==> src/rtl/param_chan_accum_pkg.sv <==
// Shared types and helpers for the multi-channel accumulator.
package param_chan_accum_pkg;

  typedef enum logic {
    ACCUM = 1'b0,
    FLUSH = 1'b1
  } state_e;

  // Channel-index width. It never drops below one bit, so CHANNELS=1 still has a port.
  function automatic int chan_w(input int n);
    int w;
    w = $clog2(n);
    return (w < 1) ? 1 : w;
  endfunction

endpackage

==> src/rtl/param_sat_add.sv <==
// Unsigned adder with a carry-out and an optional clamp to all-ones on overflow.
module param_sat_add #(
  parameter int unsigned WIDTH    = 8,
  parameter logic        SATURATE = 1'b0
) (
  input  logic [WIDTH-1:0] a,
  input  logic [WIDTH-1:0] b,
  output logic [WIDTH-1:0] sum,
  output logic             carry
);

  logic [WIDTH:0] w_full;

  // Add at WIDTH+1 bits, then either wrap or clamp the result on carry-out.
  always_comb begin
    w_full = {1'b0, a} + {1'b0, b};
    carry  = w_full[WIDTH];
    if (SATURATE && w_full[WIDTH]) begin
      sum = '1;
    end else begin
      sum = w_full[WIDTH-1:0];
    end
  end

endmodule

==> src/rtl/param_chan_accum.sv <==
// Multi-channel accumulator: one running sum and sticky overflow flag per channel,
// an in-band add stream with one-cycle result beats, and a drain of all channels on request.
module param_chan_accum
  import param_chan_accum_pkg::*;
#(
  parameter int unsigned      WIDTH    = 8,
  parameter int unsigned      CHANNELS = 4,
  parameter logic [WIDTH-1:0] INIT     = '0,
  parameter logic             SATURATE = 1'b0
) (
  input  logic                          clk,
  input  logic                          rst_n,
  input  logic                          in_valid,
  output logic                          in_ready,
  input  logic [chan_w(CHANNELS)-1:0]   in_chan,
  input  logic [WIDTH-1:0]              in_data,
  input  logic                          flush_req,
  output logic                          out_valid,
  output logic [chan_w(CHANNELS)-1:0]   out_chan,
  output logic [WIDTH-1:0]              out_sum,
  output logic                          out_ovf,
  output logic                          out_err,
  output logic                          flush_done
);

  localparam int unsigned CW = chan_w(CHANNELS);

  state_e               r_state;
  logic [CW-1:0]        r_idx;
  logic [WIDTH-1:0]     r_acc [CHANNELS];
  logic [CHANNELS-1:0]  r_ovf;

  logic                 r_out_valid;
  logic [CW-1:0]        r_out_chan;
  logic [WIDTH-1:0]     r_out_sum;
  logic                 r_out_ovf;
  logic                 r_out_err;
  logic                 r_flush_done;

  logic                 w_in_range;
  logic [WIDTH-1:0]     w_acc_rd;
  logic                 w_ovf_rd;
  logic [WIDTH-1:0]     w_fl_acc;
  logic                 w_fl_ovf;
  logic [WIDTH-1:0]     w_sum;
  logic                 w_carry;

  // Single adder shared by every channel; the operand is muxed from the addressed entry.
  param_sat_add #(
    .WIDTH    (WIDTH),
    .SATURATE (SATURATE)
  ) u_add (
    .a     (w_acc_rd),
    .b     (in_data),
    .sum   (w_sum),
    .carry (w_carry)
  );

  // Decode the requested channel (range check + read) and fetch the entry under the flush index.
  always_comb begin
    w_in_range = 1'b0;
    w_acc_rd   = INIT;
    w_ovf_rd   = 1'b0;
    w_fl_acc   = INIT;
    w_fl_ovf   = 1'b0;
    for (int unsigned i = 0; i < CHANNELS; i++) begin
      if (in_chan == CW'(i)) begin
        w_in_range = 1'b1;
        w_acc_rd   = r_acc[i];
        w_ovf_rd   = r_ovf[i];
      end
      if (r_idx == CW'(i)) begin
        w_fl_acc = r_acc[i];
        w_fl_ovf = r_ovf[i];
      end
    end
  end

  // Control FSM, accumulator storage and registered result outputs.
  always_ff @(posedge clk or negedge rst_n) begin
    if (!rst_n) begin
      r_state      <= ACCUM;
      r_idx        <= '0;
      r_ovf        <= '0;
      for (int unsigned i = 0; i < CHANNELS; i++) begin
        r_acc[i] <= INIT;
      end
      r_out_valid  <= 1'b0;
      r_out_chan   <= '0;
      r_out_sum    <= '0;
      r_out_ovf    <= 1'b0;
      r_out_err    <= 1'b0;
      r_flush_done <= 1'b0;
    end else begin
      r_out_valid  <= 1'b0;
      r_out_err    <= 1'b0;
      r_flush_done <= 1'b0;
      case (r_state)
        ACCUM: begin
          if (in_valid) begin
            if (w_in_range) begin
              for (int unsigned i = 0; i < CHANNELS; i++) begin
                if (in_chan == CW'(i)) begin
                  r_acc[i] <= w_sum;
                  r_ovf[i] <= r_ovf[i] | w_carry;
                end
              end
              r_out_valid <= 1'b1;
              r_out_chan  <= in_chan;
              r_out_sum   <= w_sum;
              r_out_ovf   <= w_ovf_rd | w_carry;
            end else begin
              r_out_err <= 1'b1;
            end
          end
          // A same-cycle add lands first, so the drain of that channel sees the new value.
          if (flush_req) begin
            r_state <= FLUSH;
            r_idx   <= '0;
          end
        end
        FLUSH: begin
          r_out_valid <= 1'b1;
          r_out_chan  <= r_idx;
          r_out_sum   <= w_fl_acc;
          r_out_ovf   <= w_fl_ovf;
          for (int unsigned i = 0; i < CHANNELS; i++) begin
            if (r_idx == CW'(i)) begin
              r_acc[i] <= INIT;
              r_ovf[i] <= 1'b0;
            end
          end
          if (r_idx == CW'(CHANNELS - 1)) begin
            r_flush_done <= 1'b1;
            r_state      <= ACCUM;
            r_idx        <= '0;
          end else begin
            r_idx <= r_idx + CW'(1);
          end
        end
      endcase
    end
  end

  assign in_ready   = (r_state == ACCUM);
  assign out_valid  = r_out_valid;
  assign out_chan   = r_out_chan;
  assign out_sum    = r_out_sum;
  assign out_ovf    = r_out_ovf;
  assign out_err    = r_out_err;
  assign flush_done = r_flush_done;

endmodule

==> config.mk <==
export PLATFORM = sky130hd
export DESIGN_NAME = param_chan_accum
export DESIGN_NICKNAME = d
export VERILOG_FILES = /design/src/rtl/param_chan_accum_pkg.sv /design/src/rtl/param_sat_add.sv /design/src/rtl/param_chan_accum.sv
export SDC_FILE = /design/constraint.sdc
export NUM_CORES = 1
export LEC_CHECK = 0
export ABC_AREA = 1
export CAP_MARGIN = 10
export CORE_MARGIN = 10
export CORE_UTILIZATION = 30
export CTS_BUF_LIST = sky130_fd_sc_hd__clkbuf_8
export CTS_CLUSTER_DIAMETER = 40
export DETAILED_ROUTE_END_ITERATION = 8
export HOLD_SLACK_MARGIN = 0.06
export PLACE_DENSITY = 0.49
export SETUP_SLACK_MARGIN = 0.3
export SYNTH_ARGS = -nofsm -noshare
export SYNTH_HDL_FRONTEND = slang
export SYNTH_HIERARCHICAL = 1
export SYNTH_SLANG_ARGS = --single-unit
==> constraint.sdc <==
create_clock -name clk -period 2.4 [get_ports clk]
set_clock_uncertainty 0.15 [all_clocks]
set_input_delay 0.48 -clock clk [delete_from_list [all_inputs] [get_ports clk]]
set_output_delay 0.48 -clock clk [all_outputs]
set_load 0.05 [all_outputs]
# == Word-level counts from Yosys, hierarchy flattened ==
# Cells that the tools add are included.
# classes
add_sub_neg,2
eq_ne,17
mux,65
bitwise,6
reduce_logical,7
# op_table
cell,n
$mux 8,18
$mux 32,2
$pmux 32 s2,1
$mux 1,31
$ne 2x1->1 const B,10
$pmux 8 s2,1
$reduce_and 4->1,4
$add 8x8->9,1
$eq 2x2->1 const B,4
$mux 2,4
$mux 4,2
$pmux 2 s2,2
$pmux 4 s2,1
$pmux 1 s2,3
$or 1x1->1,5
$eq 2x1->1 const B,2
$logic_not 2->1,2
$add 2x1->2 const B,1
$ne 2x2->1 const B,1
$reduce_and 2->1,1
$not 1->1,1
# totals
reg_bits,53
in_bits,14
output_inout_bits,15
elab_cells,113

# == Logic depth before layout (Yosys ltp) ==
# depth
depth_word,11
ltp_mapped,17
depth_no_buf,17

# == Hierarchy ==
# Netlist, hierarchy kept.
# modules_own_cells
module,instances,cells_per_inst,area_each_um2,seq_area_each_um2
param_chan_accum,1,325,2645.0,1326.3
param_sat_add,1,59,339.1,0.0

# == Worst setup path after synthesis ==
# OpenSTA, ideal clock, no wires.
# synth_path
path_type,in2reg
start,input in_chan[1]
end,register r_out_ovf (netlist: out_ovf)
setup_time_ps,118
t_arrival_ps,2245
required_ps,2132
path_slack_ps,-113
cell_stages,17
path_buffers,0
path_cell_list,inv_2 nand2_2 o21ai_0 a21oi_1 o21ai_0 ha_1 fa_1 nand2_1 nand2_1 nand3b_1 nand2_1 nand2_1 nand2_1 o21ai_0 nand3_1 nor2_1 nor2_1
# synth_between
elab_chain_len,10
elab_cells_between_ends,23
classes_between,add/sub: 1; eq/ne: 4; mux: 15; bitwise: 1; reduce/logical: 2
# synth_rtl
element,line,source
"start, declared",param_chan_accum.sv:15,"input logic [chan_w(CHANNELS)-1:0] in_chan,"
$logic_not 2->1,param_chan_accum.sv:67,if (in_chan == CW'(i)) begin
$mux 8 (3 in series),param_chan_accum.sv:67,
$mux 8 *,param_chan_accum.sv:67,
net w_acc_rd[0],param_chan_accum.sv:41,logic [WIDTH-1:0] w_acc_rd;
$add 8x8->9 *,param_sat_add.sv:16,"w_full = {1'b0, a} + {1'b0, b};"
net w_carry,param_chan_accum.sv:46,logic w_carry;
$or 1x1->1 *,param_chan_accum.sv:111,r_out_ovf <= w_ovf_rd | w_carry;
$mux 1 *,param_chan_accum.sv:101,if (w_in_range) begin
$mux 1 *,param_chan_accum.sv:100,if (in_valid) begin
$pmux 1 s2 *,param_chan_accum.sv:98,case (r_state)
"end signal, assigned",param_chan_accum.sv:111,
"end signal, assigned",param_chan_accum.sv:126,r_out_ovf <= w_fl_ovf;
"end, declared",param_chan_accum.sv:36,logic r_out_ovf;
# The timed path passes the listed nets; every way through them passes the cells marked *. The select of a mux whose other input is x is not followed.
# A chain may end at the register's enable or synchronous reset.

# == Final worst setup path ==
# layout_path
start,input in_chan[0]
end,register r_out_sum[4] (netlist: out_sum[4])
# layout_between
elab_chain_len,9
elab_cells_between_ends,18
classes_between,add/sub: 1; eq/ne: 4; mux: 11; reduce/logical: 2
# layout_rtl
element,line,source
$logic_not 2->1,param_chan_accum.sv:67,
$mux 8 (3 in series),param_chan_accum.sv:67,
$mux 8 *,param_chan_accum.sv:67,
net w_acc_rd[0],param_chan_accum.sv:41,
$add 8x8->9 *,param_sat_add.sv:16,
net w_sum[4],param_chan_accum.sv:45,logic [WIDTH-1:0] w_sum;
$mux 8 *,param_chan_accum.sv:101,
$mux 8 *,param_chan_accum.sv:100,
$pmux 8 s2 *,param_chan_accum.sv:98,
"end signal, assigned",param_chan_accum.sv:110,r_out_sum <= w_sum;
"end signal, assigned",param_chan_accum.sv:125,r_out_sum <= w_fl_acc;
"end, declared",param_chan_accum.sv:35,logic [WIDTH-1:0] r_out_sum;
# Marked as above.

==> impl_metrics.ini <==
[status]
outcome = finished, violations left
violations_in_the_final_reports = setup timing

[sta]
fin_crit_sh_pct = 102
timing.slew.headroom_pct = 61.9
rsz_0062_raised_after_global_routing = true
finalHoldViolCount = 0
worst_pin_slew_ns = 0.572
fmaxAchievable_ghz = 0.408
setup-tns-final_ns = -0.157
shortest_period_the_worst_path_allows_ns = 2.45
final-setup-viol-count = 6
max_slew_vio_count = 0
fin_ws_ns = -0.0537

[critical_path]
delay_contributed_by_the_slowest_stage_of_the_critical_path_ns = 0.39
worst_ep_required_time_ns = 2.44
crit_path_cell_trace = buf_6 -> buf_12 -> nor2_4 -> nand2_1 -> o21ai_2 -> a21oi_1 -> o21ai_1 -> ha_2 -> fa_2 -> nand2_2 -> nand2_2 -> buf_4 -> buf_6 -> nand2_4 -> xnor2_2 -> nand2_1 -> nand2_1 -> a21oi_1 -> a21oi_1
crit_cells = 19
path_class = in2reg
worstSetupEndpointType = flop
cp_top_family = adder cells
critPathSlowestCell = sky130_fd_sc_hd__fa_2
ff2ff_path_depth = 16
r2r_start = r_acc[24]
worst-endpoint-arrival_ns = 2.49
startpoint_type = primary input
timing.critical_path.from = in_chan[0]
worstPathMaxFanout = 5
critical_path.n_buffers_inverters = 4

[global_routing]
groute.usage.overall_pct = 13.2
antenna_found_initial = 0
grt_first_pass_wirelength_um = 15400
vias_in_the_first_global_route = 2946
maximum_number_of_pins_on_one_net_before_global_route_repair = 22
grt.overflow.total = 0

[cts]
clock_tree.htree_level_count = 2
path_clk_slew_ns = 0.10
tritoncts_clock_tree = yes
cts_root_buf = sky130_fd_sc_hd__clkbuf_8
clock_sink_count = 53
clk_latency_ns = 0.30
ctsLongestPathBuffers = 2
cts-buffers-inserted = 5

[power_and_ir_drop]
total_leakage_power_nw = 2.08
switchingPower_mw = 2.60
p_int_mw = 2.73
power_switching_share_pct = 48.8
clockPowerShare_pct = 8.9
vdd_ir_drop_max_mv = 0.612
seqPwrFrac_pct = 27.9
power_frac_comb_pct = 63.1
pwr_density_cell_nw_per_um2 = 1230

[placed_design]
portBuffers = 28
globalplace.congestion = 0.830
hpwl_um = 7120
numPlacedInstances = 574

[drt]
vias = 2841
initialDrtViolationCount = 145
post-route-drc-count = 0
avgRoutedWirePerCell_um = 15.7
detail_route.wirelength_um = 9350
via_per_inst = 4.77
ant_nets = 0
detailedRoute.firstPassIterationCount = 4

[cells_and_area]
post_synthesis_to_final_layout_area_growth_pct = 44.6
share_of_cells_above_drive_strength_1_pct = 33.3
layout.nets = 491
final_cells = 596
layout.cells.most_common = sky130_fd_sc_hd__nand2_1
multi_input_comb_area_sq_um = 1720
mostFrequentLayoutCells = 82 x sky130_fd_sc_hd__nand2_1, 52 x sky130_fd_sc_hd__dfrtp_1, 35 x sky130_fd_sc_hd__inv_1
total_inserted_antenna_cells = 0
regArea_sq_um = 1330
finalCoreUtilization_pct = 44.3
number_of_filler_instances_in_the_final_layout = 1046

[floorplan]
dieHeight_um = 120
fp.dieW_um = 120
dieArea_sq_um = 14300
core_sq_um = 9730
initial_core_util_pct = 30.7
io-pin-count = 29
placement_rows = 36

[flow_run]
maxCapViolations = 0

[worst_hold_path]
worst_hold_path_type = reg2reg
worst_hold_launch = r_acc[6]
min_delay_path_depth = 2

[yosys]
seq_area_frac_synth_pct = 44.4
syn_area_per_cell_sq_um = 7.77
synth_nets = 411
post_synth_num_cell_types = 30
synth.ff_latch_count = 53
syn_inst = 384
syn-cell-area_sq_um = 2980
yosysWarnings = 6
==> final cells by class <==
| type | count | area share, % |
|---|---|---|
| tap | 133 | 3.86 |
| timing repair buffer | 83 | 18.9 |
| clock buffer | 5 | 1.60 |
| multi-input combinational | 270 | 39.8 |
| clock inverter | 1 | 0.116 |
| sequential | 53 | 30.8 |
| inverter | 51 | 4.90 |
==> power by group through the flow <==
stage               registers [mW]  clock network, mW  logic (mW)
floorplan                     1.75                  0        1.51
global placement              1.49                  0        2.89
detailed placement            1.49                  0        2.90
CTS                           1.48              0.491        3.09
global route                  1.54              0.531        3.67
finish                        1.49              0.477        3.36
==> Yosys cell counts <==
cell type	instances	share of area, %
sky130_fd_sc_hd__a211oi_1	1	0.25
sky130_fd_sc_hd__a21oi_1	35	5.9
sky130_fd_sc_hd__a21oi_4	1	0.55
sky130_fd_sc_hd__buf_2	8	1.3
sky130_fd_sc_hd__buf_4	1	0.25
sky130_fd_sc_hd__buf_6	1	0.38
sky130_fd_sc_hd__conb_1	1	0.13
sky130_fd_sc_hd__dfrtp_1	53	44
sky130_fd_sc_hd__fa_1	1	0.67
sky130_fd_sc_hd__ha_1	12	5.0
sky130_fd_sc_hd__inv_1	43	5.4
sky130_fd_sc_hd__inv_2	8	1.0
sky130_fd_sc_hd__nand2_1	100	13
sky130_fd_sc_hd__nand2_2	4	0.84
sky130_fd_sc_hd__nand3_1	17	2.9
sky130_fd_sc_hd__nand3_4	1	0.59
sky130_fd_sc_hd__nand3b_1	1	0.25
sky130_fd_sc_hd__nand4_1	2	0.42
sky130_fd_sc_hd__nor2_1	24	3.0
sky130_fd_sc_hd__nor2_2	3	0.63
sky130_fd_sc_hd__nor2_4	2	0.75
sky130_fd_sc_hd__nor3_1	3	0.50
sky130_fd_sc_hd__o211ai_1	9	2.3
sky130_fd_sc_hd__o21ai_0	11	1.8
sky130_fd_sc_hd__o21ai_1	23	3.9
sky130_fd_sc_hd__o21bai_1	1	0.25
sky130_fd_sc_hd__o22ai_1	14	2.9
sky130_fd_sc_hd__or2_1	1	0.21
sky130_fd_sc_hd__xnor2_1	1	0.29
sky130_fd_sc_hd__xor2_1	2	0.59
==> final timing paths <==
kind / end / slack [ns]
min in group asynchronous: r_acc[31] / 0.50
max in group asynchronous: r_acc[22] / 0.97
min reg2reg: r_acc[6] / 0.34
max reg2reg: out_sum[4] / -0.04
max: out_sum[4] / -0.05
min: r_acc[6] / 0.34
==> per-stage QoR <==
stage          power [mW]  setup WS, ns  area, sq um  hold WS, ns
5_1_grt              5.74        -0.192         4310        0.387
6_report             5.33       -0.0537         4310        0.342
4_1_cts              5.06      -0.00360         4100        0.359
2_1_floorplan        3.26        0.0740         3060       0.0344
3_5_place_dp         4.39        -0.797         3800        0.314
3_3_place_gp         4.38        -0.752         3800        0.307
==> repair_timing <==
action	CTS	global route
endpoints found under the hold margin	19	0
pin swaps	26	22
gates resized for setup	57	54
setup endpoints to repair	56	42
hold buffers	1	0
setup buffers	10	5
==> flip-flops by register name, summed over array words and instances (netlist names) <==
| signal | count |
|---|---|
| flush_done | 1 |
| out_err | 1 |
| out_ovf | 1 |
| r_idx | 2 |
| r_state | 1 |
| out_chan | 2 |
| r_ovf | 4 |
| out_sum | 8 |
| r_acc | 32 |
| out_valid | 1 |
==> metal layers <==
layer  up-vias  GRT usage (%)  wire (um)
met5         -              0          0
met4         0           2.26         90
met3         6           2.44        425
met2        48           22.6       4740
met1      1365           17.0       4100
li1       1422              -          -
==> worst min-delay path: stages (launching register included) <==
cell,delay [ns]
sky130_fd_sc_hd__dfrtp_1,0.35
sky130_fd_sc_hd__nand2_1,0.06
sky130_fd_sc_hd__o21ai_2,0.05
==> kinds of logic (layout without fill, tap and decap cells) <==
family / after synthesis / count (layout) / synth area share, %
AOI/OAI and AO/OA: 95 / 95 / 17.8
and+or+nand+nor: 158 / 158 / 22.6
buffers and inverters: 61 / 140 / 8.39
other: 1 / 1 / 0.126
xor gates and xnor gates: 3 / 3 / 0.881
adders and majority gates: 13 / 13 / 5.70
DFF: 53 / 53 / 44.4
Power figures use the tool's default switching activity.
